### src/rtl/bus_drive_sequencer.sv
// bus_drive_sequencer: serialises pending bus-drive requests into one-hot drives held until ack.
// Optional DRIVE_TIMEOUT_EN drops a drive that waits TIMEOUT cycles without ack.
module bus_drive_sequencer #(
    parameter int WIDTH   = 32,
    parameter int TIMEOUT = 15
) (
    input  logic             clk,
    input  logic             clr,
    input  logic [WIDTH-1:0] req_in,
    input  logic             drive_ack,
    output logic [WIDTH-1:0] drive_out,
    output logic             drive_valid,
    output logic [WIDTH-1:0] pending_out,
    output logic             busy,
    output logic             dup_err,
    output logic             timeout_err
);
    typedef enum logic {IDLE, DRIVE} state_t;
    state_t state_q, state_d;
    logic [WIDTH-1:0] pending_q, pending_d, drive_q, drive_d, load_mask;
    logic busy_q, dup_q, load, done, tmo_hit;
    always_comb begin
        load_mask = '0;
        // Ascending scan so the highest set bit wins, matching the encoder.
        for (int i = 0; i < WIDTH; i++)
            if (pending_q[i]) load_mask = WIDTH'(1) << i;
        done      = (state_q == DRIVE) && (drive_ack || tmo_hit);
        load      = (|pending_q) && ((state_q == IDLE) || done);
        pending_d = (pending_q & ~(load ? load_mask : '0)) | req_in;
        drive_d   = load ? load_mask : done ? '0 : drive_q;
        state_d   = load ? DRIVE : done ? IDLE : state_q;
    end
    always_ff @(posedge clk) begin
        if (clr) begin
            state_q   <= IDLE;
            pending_q <= '0;
            drive_q   <= '0;
            busy_q    <= 1'b0;
            dup_q     <= 1'b0;
        end else begin
            state_q   <= state_d;
            pending_q <= pending_d;
            drive_q   <= drive_d;
            busy_q    <= (state_d == DRIVE) || (|pending_d);
            dup_q     <= dup_q || (|(req_in & pending_q));
        end
    end
`ifdef DRIVE_TIMEOUT_EN
    logic [7:0] cnt_q, cnt_d;
    logic tmo_q;
    // Counter holds the number of un-acked cycles already spent on the current drive.
    assign tmo_hit = (state_q == DRIVE) && !drive_ack && (cnt_q == 8'(TIMEOUT - 1));
    assign cnt_d   = load ? 8'd0 : ((state_q == DRIVE) && !drive_ack) ? cnt_q + 8'd1 : cnt_q;
    always_ff @(posedge clk) begin
        if (clr) begin
            cnt_q <= 8'd0;
            tmo_q <= 1'b0;
        end else begin
            cnt_q <= cnt_d;
            tmo_q <= tmo_q || tmo_hit;
        end
    end
    assign timeout_err = tmo_q;
`else
    assign tmo_hit     = 1'b0;
    assign timeout_err = 1'b0;
`endif
    assign drive_out   = drive_q;
    assign drive_valid = (state_q == DRIVE);
    assign pending_out = pending_q;
    assign busy        = busy_q;
    assign dup_err     = dup_q;
endmodule

### config.mk
export PLATFORM = sky130hd
export DESIGN_NAME = bus_drive_sequencer
export DESIGN_NICKNAME = d
export VERILOG_FILES = /design/src/rtl/bus_drive_sequencer.sv
export SDC_FILE = /design/constraint.sdc
export NUM_CORES = 1
export LEC_CHECK = 0
export BUFFER_PORTS_ARGS = -buffer_cell sky130_fd_sc_hd__clkbuf_2
export CORE_MARGIN = 1.5
export CORE_UTILIZATION = 53
export DETAILED_ROUTE_END_ITERATION = 12
export PLACE_DENSITY = 0.95
export SETUP_SLACK_MARGIN = 0.15
export SLEW_MARGIN = 5
export SYNTH_ARGS = -nofsm -noshare
export SYNTH_HDL_FRONTEND = slang
export SYNTH_SLANG_ARGS = --single-unit
### constraint.sdc
create_clock -name clk -period 5.3 [get_ports clk]
set_input_delay 1.06 -clock clk [delete_from_list [all_inputs] [get_ports clk]]
set_output_delay 1.06 -clock clk [all_outputs]
set_load 0.01 [all_outputs]
# Yosys cells after proc, flatten, opt, wreduce, memory -nomap -nowiden
# Index checks and enable logic that the tools add are counted.
# totals
ff_bits,67
in_bits,35
output_inout_bits,68
elab_cells,56
# op_classes
mux,37
bitwise,5
reduce_logical,9
# ops
cell,n
$mux W32,30
$reduce_or A32 Y1,3
$and A32 B32 Y32,2
$not A32 Y32,1
$or A32 B32 Y32,1
$mux W5,1
$mux W4,1
$logic_or A1 B1 Y1,3
$mux W1,3
$mux W3,1
$logic_and A1 B1 Y1,2
$mux W2,1
$reduce_bool A2 Y1,1
$not A1 Y1,1

# Logic depth before layout (Yosys ltp)
# logic_depth
depth_word,38
depth_mapped,9
depth_no_buf,7

# Worst setup path after synthesis
# No wires, ideal clock.
# synth_timing
path_type,input to register
from,input port drive_ack
to,register busy_q (netlist: busy)
setup_ns,0.137
arrival_ns,2.418
t_required_ns,5.163
slack_ns,2.745
stages,8
n_path_buf,1
path_cell_list,nand2b_1 > and3_1 > buf_2 > nand4_1 > or3_1 > a21oi_2 > and4b_1 > a41oi_1
# synth_via
elab_chain_len,9
word_cells_on_any_way,11
cone_classes,mux (3); bitwise (3); reduce/logical (5)
# synth_lines
item,line,rtl
"start, declared",10,"input logic drive_ack,"
$logic_and A1 B1 Y1 (*),27,done = (state_q == DRIVE) && (drive_ack || tmo_hit);
$logic_or A1 B1 Y1,28,load = (|pending_q) && ((state_q == IDLE) || done);
$logic_and A1 B1 Y1,28,
$mux W32,29,pending_d = (pending_q & ~(load ? load_mask : '0)) | req_in;
$not A32 Y32,29,
$and A32 B32 Y32,29,
$or A32 B32 Y32,29,
$reduce_or A32 Y1,44,busy_q <= (state_d == DRIVE) || (|pending_d);
$logic_or A1 B1 Y1 (*),44,
"end signal, assigned",44,
"end, declared",21,"logic busy_q, dup_q, load, done, tmo_hit;"
# Every way passes the cells marked *; elsewhere a longest branch is shown, timed or not.
# A chain may end at the register's enable or synchronous reset.

# Final worst setup path
# layout_timing
from,register pending_q[6] (netlist: pending_out[6])
to,register drive_q[11] (netlist: drive_out[11])
# layout_via
elab_chain_len,27
word_cells_on_any_way,30
cone_classes,mux (27); reduce/logical (3)
# layout_lines
item,line,rtl
"start, declared",20,"logic [WIDTH-1:0] pending_q, pending_d, drive_q, drive_d, load_mask;"
"start signal, assigned",42,pending_q <= pending_d;
$mux W32 (26 in a row),26,if (pending_q[i]) load_mask = WIDTH'(1) << i;
$mux W32,30,drive_d = load ? load_mask : done ? '0 : drive_q;
"end signal, assigned",43,drive_q <= drive_d;
"end, declared",20,
# Several ways; a longest one is shown, not always the timed one.

==> metrics.txt <==
status=complete, no violations; setup_tns=0 ps; met2 Resource Use GR=0.5061; average size of a mapped cell=8.403 µm²; post-synth top area share=0.4535; top area cells in the synthesized netlist=dfxtp_1, nor2_1, a21oi_1; RSZ-0062 raised after global routing=false; global-route layer with the greatest usage=met2; crit share post-route=0.5503; crit start category=register; Power Density=307.5 nW/µm²; final hold vios=0; TritonCTS Sinks=67; Initial Util=0.5438; Most used DFF post-synth=dfxtp_1; reg2reg path depth=7; CP required=5580 ps; CTS clock-pin slew for the worst setup and hold paths=70 ps; vias per inst=6.397; Pins Over Slew Limit=0; CTS tree=built; Arr. time, crit path=3200 ps; I/O Pins=103; type of the most critical hold path=register to register; HPWL after DPL=6.892 mm; drc violations=0; Cell variety after synth=47; TritonCTS Buffers=9; largest fanout on the critical path=17; Mapped Cells=352; placed insts=511; Clk Latency, worst-skew pair=350 ps; Post-CTS Resized=0; Setup-failing EPs final=0; clk buf depth=2; fmax=0.3429 GHz; total of max-cap violations=0; Post-synth EDFFs=0; fin nets=485; # H-tree levels=3; First-pass DRT Iterations=5; die area=6038 µm²; GPL Wtd Cong=0.9288; area delta synth->final=24.92%; via count=3371; Congestion Overflow GR=0; # fillers=471; first-pass GRT wire length=15.12 mm; Worst Hold Depth=2; Syn Nets=387; Overall Power=1.136 mW; die width=77.71 µm; worst clock skew=7.545 ps; placeable core region=5439 µm²; antenna diode count=0; Final min period=2916 ps; Avg WL per Cell=18.10 µm; antenna-violating nets left=0; I/O Buffers=101; routing usage on met3=0.07882; final wirelength=9.539 mm; actual slew at the worst max-slew pin=819.2 ps; LEAKAGE=1.544 nW; vias in the first global route=3037; Max transition margin=0.4489; number of synthesized register bits=67; Ys Warns=0; cell type with the largest total area after synthesis=dfxtp_1; share of layout cells above drive strength 1=0.2879; initial antenna violation count=0; Post-Layout Cell Count=527; Hold Buf Count CTS=0; M1 GR Usage=0.4016; first-iteration detailed-routing DRC count=394; sequential area share after synthesis=0.4535; Max VDD drop=188.8 µV; GRT Total Usage=0.3197; setup bufs post-CTS=0; Root Buffer Master=clkbuf_8; Die Ht=77.71 µm; # rows=27; Synth async-reset ratio=0; pin count of the biggest net entering global routing=68; Worst setup EP type=register; Cell Area, Synth=2958 µm²; CP Class=register to register
[final timing paths]
| path | startpoint | end | slack (ps) |
|---|---|---|---|
| max reg2reg | pending_out[6] | drive_out[11] | 2380 |
| max | pending_out[6] | drive_out[11] | 2380 |
| min reg2reg | drive_out[1] | drive_out[1] | 460 |
| min | drive_out[1] | drive_out[1] | 460 |
[sequential cells by signal, summed over array words and instances (netlist names)]
name	count
busy	1
pending_out	32
dup_err	1
drive_out	32
drive_valid	1
[cells in the mapped netlist, drive strengths merged (2+ instances only)]
master and n:
nand2b 2, and4 2, a2bb2oi 3, a32oi 13, nand4 6, nand2 16
nand4b 2, a221oi 5, o21ba 2, a31oi 2, buf 7, nor4 13
nor3 10, nand3 9, a22oi 16, dfxtp 67, a21oi 34, or4 10
clkbuf 9, a22o 5, o22ai 3, a2111oi 2, inv 12, or2 2
or3 5, nor2 77, o21ai 6
[metal layers]
layer  up-vias  routed length [µm]
li1       1522                   -
met5         -                   0
met4         0                 356
met3        37                1058
met2       238                4400
met1      1574                3724
[critical path, cell delays in order, from the launching register on]
cell and delay [ps]:
dfxtp_1 400, nor4_1 570, and4_1 540, nand3_1 160, o21ai_2 570, buf_4 350, a22oi_1 130, nor2_1 110
[metrics by stage]
stage	instance area [µm²]	setup WS, ps	hold slack [ps]	utilization
2_1_floorplan	2958	2745	476.2	-
3_3_place_gp	3501	2356	442.6	0.6437
3_5_place_dp	3501	2283	455.1	0.6437
4_1_cts	3695	2436	467.4	0.6793
5_1_grt	3695	2074	510.6	0.6793
6_report	3695	2384	462.6	0.6793
[layout by cell type (no fill, tap or decap), types with 10 or more instances in the layout]
master    netlist  routed
nor2_1         77      77
a22oi_1        16      16
dfxtp_1        67      67
clkbuf_2        0     101
inv_1          12      12
nor4_1         10      10
a32oi_1        13      13
clkbuf_8        0      10
a21oi_1        33      33
nand2_1        16      16
[power by group]
| group | total, mW | switching, mW | leakage [nW] | internal, mW |
|---|---|---|---|---|
| registers | 0.566 | 0.0413 | 0.552 | 0.524 |
| logic | 0.145 | 0.0868 | 0.893 | 0.0578 |
| clock network | 0.426 | 0.198 | 0.0991 | 0.228 |
| total | 1.14 | 0.326 | 1.54 | 0.810 |
[layout make-up]
| type | instances | area (µm²) | share of cell area |
|---|---|---|---|
| Inverter | 12 | 45.04 | 0.01219 |
| Sequential cell | 67 | 1341 | 0.3630 |
| Clock buffer | 11 | 141.4 | 0.03827 |
| Timing Repair Buffer | 103 | 520.5 | 0.1409 |
| Multi-Input combinational cell | 257 | 1504 | 0.4070 |
| Tap cell | 72 | 90.09 | 0.02438 |
| Clock inverter | 5 | 52.55 | 0.01422 |
[cell families after synthesis]
logic type                 share of synthesized area
AOI/OAI and AO/OA                             0.2284
adders and majority gates                   0.003384
buffers and inverters                        0.03934
DFF                                           0.4535
other                                       0.001268
and+or+nand+nor                               0.2741
Note: power is estimated with default switching activity, not from simulation.
